## config.mk

```make
export PLATFORM = sky130hd
export DESIGN_NAME = ex_stage_register
export DESIGN_NICKNAME = d
export VERILOG_FILES = /design/src/rtl/ex_stage_register.sv
export SDC_FILE = /design/constraint.sdc
export NUM_CORES = 1
export LEC_CHECK = 0
export ABC_AREA = 1
export ABC_CLOCK_PERIOD_IN_PS = 800
export BUFFER_PORTS_ARGS = -buffer_cell sky130_fd_sc_hd__buf_2
export CAP_MARGIN = 5
export CORE_UTILIZATION = 40
export CTS_CLUSTER_DIAMETER = 120
export DETAILED_ROUTE_END_ITERATION = 10
export GPL_TIMING_DRIVEN = 1
export PLACE_DENSITY = 0.78
export SKIP_LAST_GASP = 1
export SYNTH_ARGS = -nofsm -noshare
export SYNTH_HDL_FRONTEND = slang
export SYNTH_SLANG_ARGS = --single-unit
```

## constraint.sdc

```tcl
create_clock -name clk -period 0.8 [get_ports clk]
set_clock_uncertainty 0.05 [all_clocks]
set_input_delay 0.04 -clock clk [delete_from_list [all_inputs] [get_ports clk]]
set_output_delay 0.04 -clock clk [all_outputs]
set_load 0.03 [all_outputs]
```

## src/rtl/ex_stage_register.sv

```systemverilog
// ID/EX pipeline register with flush/stall priority and bubble capture.
// Optional condition evaluation against CPSR flags: define COND_EVAL_EN.
module ex_stage_register (
  input  logic        clk,
  input  logic        rst_n,
  input  logic        stall,
  input  logic        flush,
  input  logic [31:0] id_instruction,
  input  logic [31:0] id_pc,
  input  logic [31:0] id_rn_data,
  input  logic [31:0] id_rm_data,
  input  logic [3:0]  id_rd_addr,
  input  logic        id_reg_write_enable,
  input  logic        id_mem_enable,
  input  logic        id_mem_rw,
  input  logic        id_mem_to_reg_select,
  input  logic        id_alu_source_select,
  input  logic        id_status_bit,
  input  logic        id_pc_source_select,
  input  logic        id_mem_size,
  input  logic [3:0]  id_alu_operation,
  input  logic [3:0]  cpsr_flags,
  output logic [31:0] ex_instruction,
  output logic [31:0] ex_pc,
  output logic [31:0] ex_rn_data,
  output logic [31:0] ex_rm_data,
  output logic [3:0]  ex_rd_addr,
  output logic        ex_reg_write_enable,
  output logic        ex_mem_enable,
  output logic        ex_mem_rw,
  output logic        ex_mem_to_reg_select,
  output logic        ex_alu_source_select,
  output logic        ex_status_bit,
  output logic        ex_pc_source_select,
  output logic        ex_mem_size,
  output logic [3:0]  ex_alu_operation,
  output logic        ex_valid,
  output logic        ex_cond_pass
);

  logic w_bubble;
  logic w_cond;
  logic w_keep;

  assign w_bubble = (id_instruction == 32'h0);

`ifdef COND_EVAL_EN
  logic w_n, w_z, w_c, w_v;
  assign {w_n, w_z, w_c, w_v} = cpsr_flags;

  always_comb begin
    w_cond = 1'b0;
    unique case (id_instruction[31:28])
      4'h0: w_cond = w_z;
      4'h1: w_cond = !w_z;
      4'h2: w_cond = w_c;
      4'h3: w_cond = !w_c;
      4'h4: w_cond = w_n;
      4'h5: w_cond = !w_n;
      4'h6: w_cond = w_v;
      4'h7: w_cond = !w_v;
      4'h8: w_cond = w_c && !w_z;
      4'h9: w_cond = !w_c || w_z;
      4'hA: w_cond = (w_n == w_v);
      4'hB: w_cond = (w_n != w_v);
      4'hC: w_cond = !w_z && (w_n == w_v);
      4'hD: w_cond = w_z || (w_n != w_v);
      4'hE: w_cond = 1'b1;
      4'hF: w_cond = 1'b0;
    endcase
  end
`else
  logic w_unused_cpsr;
  assign w_unused_cpsr = ^cpsr_flags;
  assign w_cond = 1'b1;
`endif

  // Side-effect controls survive only for a real instruction that passes.
  assign w_keep = !w_bubble && w_cond;

  always_ff @(posedge clk or negedge rst_n) begin
    if (!rst_n) begin
      ex_instruction       <= '0;
      ex_pc                <= '0;
      ex_rn_data           <= '0;
      ex_rm_data           <= '0;
      ex_rd_addr           <= '0;
      ex_reg_write_enable  <= 1'b0;
      ex_mem_enable        <= 1'b0;
      ex_mem_rw            <= 1'b0;
      ex_mem_to_reg_select <= 1'b0;
      ex_alu_source_select <= 1'b0;
      ex_status_bit        <= 1'b0;
      ex_pc_source_select  <= 1'b0;
      ex_mem_size          <= 1'b0;
      ex_alu_operation     <= '0;
      ex_valid             <= 1'b0;
      ex_cond_pass         <= 1'b0;
    end else if (flush) begin
      ex_instruction       <= '0;
      ex_pc                <= '0;
      ex_rn_data           <= '0;
      ex_rm_data           <= '0;
      ex_rd_addr           <= '0;
      ex_reg_write_enable  <= 1'b0;
      ex_mem_enable        <= 1'b0;
      ex_mem_rw            <= 1'b0;
      ex_mem_to_reg_select <= 1'b0;
      ex_alu_source_select <= 1'b0;
      ex_status_bit        <= 1'b0;
      ex_pc_source_select  <= 1'b0;
      ex_mem_size          <= 1'b0;
      ex_alu_operation     <= '0;
      ex_valid             <= 1'b0;
      ex_cond_pass         <= 1'b0;
    end else if (!stall) begin
      ex_instruction       <= id_instruction;
      ex_pc                <= id_pc;
      ex_rn_data           <= id_rn_data;
      ex_rm_data           <= id_rm_data;
      ex_rd_addr           <= id_rd_addr;
      ex_reg_write_enable  <= id_reg_write_enable && w_keep;
      ex_mem_enable        <= id_mem_enable && w_keep;
      ex_mem_rw            <= id_mem_rw && w_keep;
      ex_mem_to_reg_select <= id_mem_to_reg_select && w_keep;
      ex_status_bit        <= id_status_bit && w_keep;
      ex_pc_source_select  <= id_pc_source_select && w_keep;
      ex_mem_size          <= id_mem_size && w_keep;
      ex_alu_source_select <= id_alu_source_select && !w_bubble;
      ex_alu_operation     <= w_bubble ? 4'h0 : id_alu_operation;
      ex_valid             <= w_keep;
      ex_cond_pass         <= w_keep;
    end
  end

endmodule
```

==> impl_metrics.env, run 1 <==
export IMPL_io_pins=298
export IMPL_gp_congestion=0.8520
export IMPL_peakVddDrop_uv=1547
export IMPL_grt_max_degree=69
export IMPL_finalSetupViolCount=234
export IMPL_cp_depth=1
export IMPL_vias_per_cell=5.526
export IMPL_wl_per_cell_um=23.53
export IMPL_drcViolationCount=0
export IMPL_coreArea_um2=12820
export IMPL_grt_use_total=0.3435
export IMPL_min_period_over_period=1.381
export IMPL_cts_buffers=17
export IMPL_min_to="ex_instruction[5]$_DFFE_PN0P_"
export IMPL_synth_mux_area_frac=0
export IMPL_final_nets=1110
export IMPL_whs_ns=-0.02368
export IMPL_power_density_nw_per_um2=1957
export IMPL_syn_nets=585
export IMPL_yosysWarnings=0
export IMPL_antenna_found_initial=2
export IMPL_worst_pin_slew_ns=0.3019
export IMPL_hold_buffers=145
export IMPL_chipWidth_um=117.5
export IMPL_fin_tns_setup_ns=-46.04
export IMPL_placed_cells=890
export IMPL_cp_num_buf_inv=1
export IMPL_synth_seq_area_share=0.6804
export IMPL_initial_core_util=0.4158
export IMPL_max_freq_ghz=0.9050
export IMPL_crit_required_ns=0.71
export IMPL_startpoint_type="flop"
export IMPL_finalCriticalPeriod_ns=1.105
export IMPL_die_h_um=117.5
export IMPL_dieArea_um2=13800
export IMPL_drv_cap=0
export IMPL_crit_slowest_cell="dfrtp_2"
export IMPL_worst_slack_ns=-0.3050
export IMPL_row_count=41
export IMPL_timing_rr_end="ex_rm_data[28]$_DFFE_PN0P_"
export IMPL_stdcell_count=1144
export IMPL_postRouteAntennaNets=0
export IMPL_synth_area_um2=5333
export IMPL_worstHoldStart="id_instruction[5]"
export IMPL_htreeDepth=4
export IMPL_yosys_area_share_xor_xnor=0
export IMPL_cp_end_kind="primary output"
export IMPL_reg2regPathDepth=2
export IMPL_min_path_type="in2reg"
export IMPL_post_synth_num_cell_types=16
export IMPL_max_stage_delay_ns=0.44
export IMPL_drive_gt1_frac=0.6351
export IMPL_grt_overflow=0
export IMPL_dr_total_vias=6322
export IMPL_critical_path_class="reg2out"
export IMPL_ys_ff_latch=145
export IMPL_synthAdderAreaFrac=0
export IMPL_area_delta_synth_final_pct=111.6
export IMPL_crit_chain="buf_6"
export IMPL_hold_depth=3
export IMPL_drt_initial_drc_count=581
export IMPL_max_slew_margin=0.7987
export IMPL_grt_pass1_wl_um=36330
export IMPL_drt_wl_total_um=26920
export IMPL_portBuffers=293
export IMPL_p_leak_nw=5.491
export IMPL_dpl_hpwl_um=11010
export IMPL_clkTransAtPathRegs_ns=0.07
export IMPL_r2r_setup_slack_ns=-0.14
export IMPL_hold_violations=1
export IMPL_critPathTopFamily="flip-flops"
export IMPL_dp_slack_ns=-0.3636
export IMPL_synth_cells=433
export IMPL_cts_buffer_depth=2
export IMPL_synth_top_family_by_area="compound AO/OA/AOI/OAI gates"
export IMPL_first_global_vias=6603
export IMPL_root_buffer="clkbuf_16"
export IMPL_arrival_ns=1.01
export IMPL_violations="negative hold slack, negative setup slack"
export IMPL_clk_latency_ns=0.42
export IMPL_final_util=0.8798
export IMPL_finalMaxSlewViolations=0
export IMPL_synth_compound_area_share=0.1966
export IMPL_reg2reg_from="ex_rm_data[28]$_DFFE_PN0P_"
export IMPL_worstPathMaxFanout=2
export IMPL_syn_area_per_cell_um2=12.32
export IMPL_cts_tree="built"
export IMPL_synthSimpleGateAreaFrac=0.07555
export IMPL_cts_sinks=145
export IMPL_firstDrtPassIters=6
export IMPL_rsz0062_at_grt="yes"
export IMPL_status="finished with violations"
## power by group
group | switching, mW | internal [mW]
registers | 0.412 | 7.81
logic | 2.26 | 2.26
clock network | 3.16 | 6.18
## per-stage QoR
| step | power (mW) | area [um^2] |
|---|---|---|
| floorplan | 9.634 | 5565 |
| global placement | 10.83 | 7402 |
| detailed placement | 10.91 | 7402 |
| CTS | 21.30 | 10700 |
| global route | 22.66 | 11280 |
| finish | 22.08 | 11280 |
## placed cells by master (no fill, tap or decap), types with 2 or more instances in the layout
cell type      count
dlygate4sd3_1    144
nor2_1             6
buf_12            10
buf_2            146
bufinv_16          6
a22o_1           106
nand2_1           54
buf_4             50
inv_2             18
dfrtp_1           16
nand2_2           18
nand3_2           10
clkbuf_16         18
diode_2            2
nor2_4             2
buf_6            187
inv_4              2
dfrtp_2          129
o21ai_0           15
nand3_1            2
o21ai_2            4
clkbuf_8           4
nor2_2             6
o21ai_1            5
inv_1              4
## per-layer routing
metal | vias to the layer above | global-route usage | wire length, um
met5 | - | 0 | 0
met4 | 0 | 0.2099 | 2045
met3 | 159 | 0.1051 | 2233
met2 | 517 | 0.5980 | 13560
met1 | 3081 | 0.3643 | 9080
li1 | 2565 | - | -
## sequential cells by signal, summed over array words and instances, names as in the netlist, 4 cells and up
name	cells
ex_rn_data	32
ex_alu_operation	4
ex_pc	32
ex_rd_addr	4
ex_rm_data	32
ex_instruction	32
## cell usage after synthesis (all sizes together)
master | instances | area, um^2
nand2 | 73 | 274.0
nand3 | 12 | 60.06
a22o | 106 | 928.4
nor2 | 14 | 62.56
buf | 23 | 121.4
o21ai | 24 | 120.1
dfrtp | 145 | 3628
inv | 26 | 97.59
clkbuf | 9 | 33.78
nand4 | 1 | 6.260
## area by class of cell
| type | count | area, um^2 |
|---|---|---|
| diodes | 2 | 5.005 |
| clock buffers | 22 | 484.2 |
| clock inverters | 9 | 201.4 |
| fillers | 493 | 1541 |
| inverters | 26 | 120.1 |
| multi-input cells | 230 | 1589 |
| flip-flops and latches | 145 | 3790 |
| well taps | 172 | 215.2 |
| repair buffers | 538 | 4878 |
## how the worst max path moves through the flow
stage	startpoint	end
after floorplan	id_instruction[22]	ex_alu_source_select$_DFFE_PN0P_
after global placement	id_instruction[2]	ex_mem_size$_DFFE_PN0P_
after detailed placement	id_instruction[13]	ex_mem_enable$_DFFE_PN0P_
after CTS	ex_cond_pass$_DFFE_PN0P_	ex_cond_pass
after global routing	ex_cond_pass$_DFFE_PN0P_	ex_cond_pass
final	ex_rm_data[3]$_DFFE_PN0P_	ex_rm_data[3]
## what timing repair did
| item | in CTS | in global routing |
|---|---|---|
| cloned | 0 | 1 |
| endpoints found under the setup margin | 147 | 204 |
| pin swaps | 0 | 19 |
| endpoints found under the hold margin | 289 | 1 |
| buffers inserted | 33 | 53 |
| gates resized for setup | 292 | 82 |
## cells by family (layout without fill, tap and decap cells)
kind of cell,Yosys count,count (layout)
AOI/OAI and AO/OA,130,130
buffers and inverters,58,595
DFF,145,145
other,0,2
and+or+nand+nor,100,100
(Power assumes the default switching activity.)
==> run 2: changes to the inputs <==
Settings changed: SKIP_LAST_GASP 1 to unset.
==> run 2 against run 1 <==
The run still ends with negative hold slack, negative setup slack left. Final area grew 0.52%. Non-clock buffer count shrank 2. Clock power grew 0.6%.
==> impl_metrics.env, run 2 (synthesis gave the netlist of run 1 again) <==
export IMPL_dr_total_vias=6318
export IMPL_hold_buffers=145
export IMPL_p_int_mw=16.27
export IMPL_chipWidth_um=117.5
export IMPL_multi_input_area_um2=1622
export IMPL_peakVddDrop_uv=1766
export IMPL_cts_buffers=17
export IMPL_vias_per_cell=5.528
export IMPL_worstHoldStart="id_instruction[3]"
export IMPL_firstDrtPassIters=5
export IMPL_io_pins=298
export IMPL_drt_initial_drc_count=600
export IMPL_cp_num_buf_inv=1
export IMPL_htreeDepth=4
export IMPL_min_path_type="in2reg"
export IMPL_cts_tree="built"
export IMPL_p_comb_frac=0.205
export IMPL_gp_congestion=0.8520
export IMPL_portBuffers=293
export IMPL_grt_pass1_wl_um=35930
export IMPL_power_switching_mw=5.919
export IMPL_crit_start="ex_rm_data[6]$_DFFE_PN0P_"
export IMPL_seq_power_share=0.372
export IMPL_dp_slack_ns=-0.3636
export IMPL_arrival_ns=1.02
export IMPL_clkTransAtPathRegs_ns=0.06
export IMPL_final_cell_mix="buf_6 (198), buf_2 (146), dlygate4sd3_1 (143)"
export IMPL_crit_required_ns=0.71
export IMPL_power_density_nw_per_um2=1956
export IMPL_worst_pin_slew_ns=0.3118
export IMPL_final_area_um2=11340
export IMPL_worst_slack_ns=-0.3070
export IMPL_finalSetupViolCount=242
export IMPL_finalMaxSlewViolations=0
export IMPL_cp_end_kind="primary output"
export IMPL_final_nets=1108
export IMPL_layout_cells_most_common="buf_6"
export IMPL_p_leak_nw=5.515
export IMPL_min_to="ex_instruction[3]$_DFFE_PN0P_"
export IMPL_startpoint_type="flop"
export IMPL_worstPathMaxFanout=2
export IMPL_drv_cap=0
export IMPL_violations="negative hold slack, negative setup slack"
export IMPL_drcViolationCount=0
export IMPL_area_delta_synth_final_pct=112.7
export IMPL_critPathTopFamily="flip-flops"
export IMPL_critical_path_class="reg2out"
export IMPL_wl_per_cell_um=23.98
export IMPL_rsz0062_at_grt="yes"
export IMPL_grt_max_degree=69
export IMPL_reg2reg_from="ex_rm_data[6]$_DFFE_PN0P_"
export IMPL_dieArea_um2=13800
export IMPL_whs_ns=-0.002832
export IMPL_grt_overflow=0
export IMPL_row_count=41
export IMPL_drive_gt1_frac=0.6426
export IMPL_regArea_um2=3790
export IMPL_cts_sinks=145
export IMPL_min_period_over_period=1.384
export IMPL_clk_latency_ns=0.42
export IMPL_pwr_share_clk=0.424
export IMPL_dpl_hpwl_um=11010
export IMPL_hold_violations=2
export IMPL_drt_wl_total_um=27410
export IMPL_first_global_vias=6619
export IMPL_dpl_instance_area_um2=7402
export IMPL_max_freq_ghz=0.9033
export IMPL_root_buffer="clkbuf_16"
export IMPL_r2r_setup_slack_ns=-0.17
export IMPL_p_sw_frac=0.2668
export IMPL_grt_use_total=0.3405
export IMPL_max_stage_delay_ns=0.44
export IMPL_timing_rr_end="ex_rm_data[6]$_DFFE_PN0P_"
export IMPL_antenna_found_initial=3
export IMPL_crit_slowest_cell="dfrtp_2"
export IMPL_cts_buffer_depth=2
export IMPL_coreArea_um2=12820
export IMPL_status="finished with violations"
export IMPL_total_power_mw=22.19
export IMPL_die_h_um=117.5
export IMPL_crit_chain="buf_6"
export IMPL_hold_depth=3
export IMPL_postRouteAntennaNets=0
export IMPL_reg2regPathDepth=2
export IMPL_initial_core_util=0.4158
export IMPL_finalCriticalPeriod_ns=1.107
export IMPL_max_slew_margin=0.7921
export IMPL_fillers=495
run 2: cell types whose count changed in the layout (fill, tap and decap cells not counted):
cell	previous run	this run
dlygate4sd3_1	144	143
o21ai_0	15	14
o21ai_1	5	6
nand2_2	18	22
buf_4	50	38
inv_1	4	3
nand2_1	54	48
nand3_2	10	9
nand2_4	1	3
nand3_4	0	1
buf_6	187	198
inv_2	18	19
diode_2	2	3
run 2: layout make-up:
| class | instances | share of cell area |
|---|---|---|
| inverter | 26 | 0.01059 |
| clock buffer | 22 | 0.04269 |
| clock inverter | 9 | 0.01776 |
| tap | 172 | 0.01897 |
| antenna | 3 | 0.0006619 |
| sequential | 145 | 0.3341 |
| multi-input combinational | 230 | 0.1430 |
| timing repair buffer | 536 | 0.4322 |
run 2: power by group through the flow:
stage	clock, mW	combinational [mW]	sequential [mW]
after floorplan	0	0.632	9.00
after global routing	9.77	4.71	8.27
final	9.40	4.54	8.25
after detailed placement	0	2.75	8.16
after global placement	0	2.69	8.15
after CTS	9.23	3.94	8.14
run 2: worst min-delay path: stages:
cell and delay [ns]:
buf_2 0.10, buf_4 0.11, a22o_1 0.17
run 2: repair_timing:
item,CTS,global route
buffers inserted,33,53
endpoints found under the setup margin,147,210
cloned,0,1
resized for setup,300,99
endpoints found under the hold margin,289,2
pin swaps,1,19
run 2: stage by stage:
stage | utilization | std cells | hold slack, ns | TNS [ns]
5_1_grt | 0.8844 | 1143 | -0.02543 | -51.44
3_5_place_dp | 0.5772 | 890 | -0.1139 | -28.15
6_report | 0.8844 | 1143 | -0.002832 | -46.79
2_1_floorplan | - | 433 | -0.3056 | -1.651
3_3_place_gp | 0.5772 | 890 | -0.1180 | -22.32
4_1_cts | 0.8358 | 1099 | 0.02187 | -41.25
run 2: worst max path at each step:
stage                                  endpoint  slack (ns)  depth (start not counted)
2_1_floorplan  ex_alu_source_select$_DFFE_PN0P_       -0.05                          9
3_3_place_gp            ex_mem_size$_DFFE_PN0P_       -0.34                          8
3_5_place_dp          ex_mem_enable$_DFFE_PN0P_       -0.36                         10
4_1_cts                            ex_cond_pass       -0.30                          1
5_1_grt                           ex_rm_data[6]       -0.33                          1
6_report                          ex_rm_data[6]       -0.31                          1
run 2: routing by layer:
layer | track usage | routed length [um] | vias to the layer above
li1 | - | - | 2561
met1 | 0.3704 | 9250 | 3128
met2 | 0.6002 | 14000 | 494
met3 | 0.09060 | 2379 | 135
met4 | 0.1915 | 1777 | 0
met5 | 0 | 0 | -
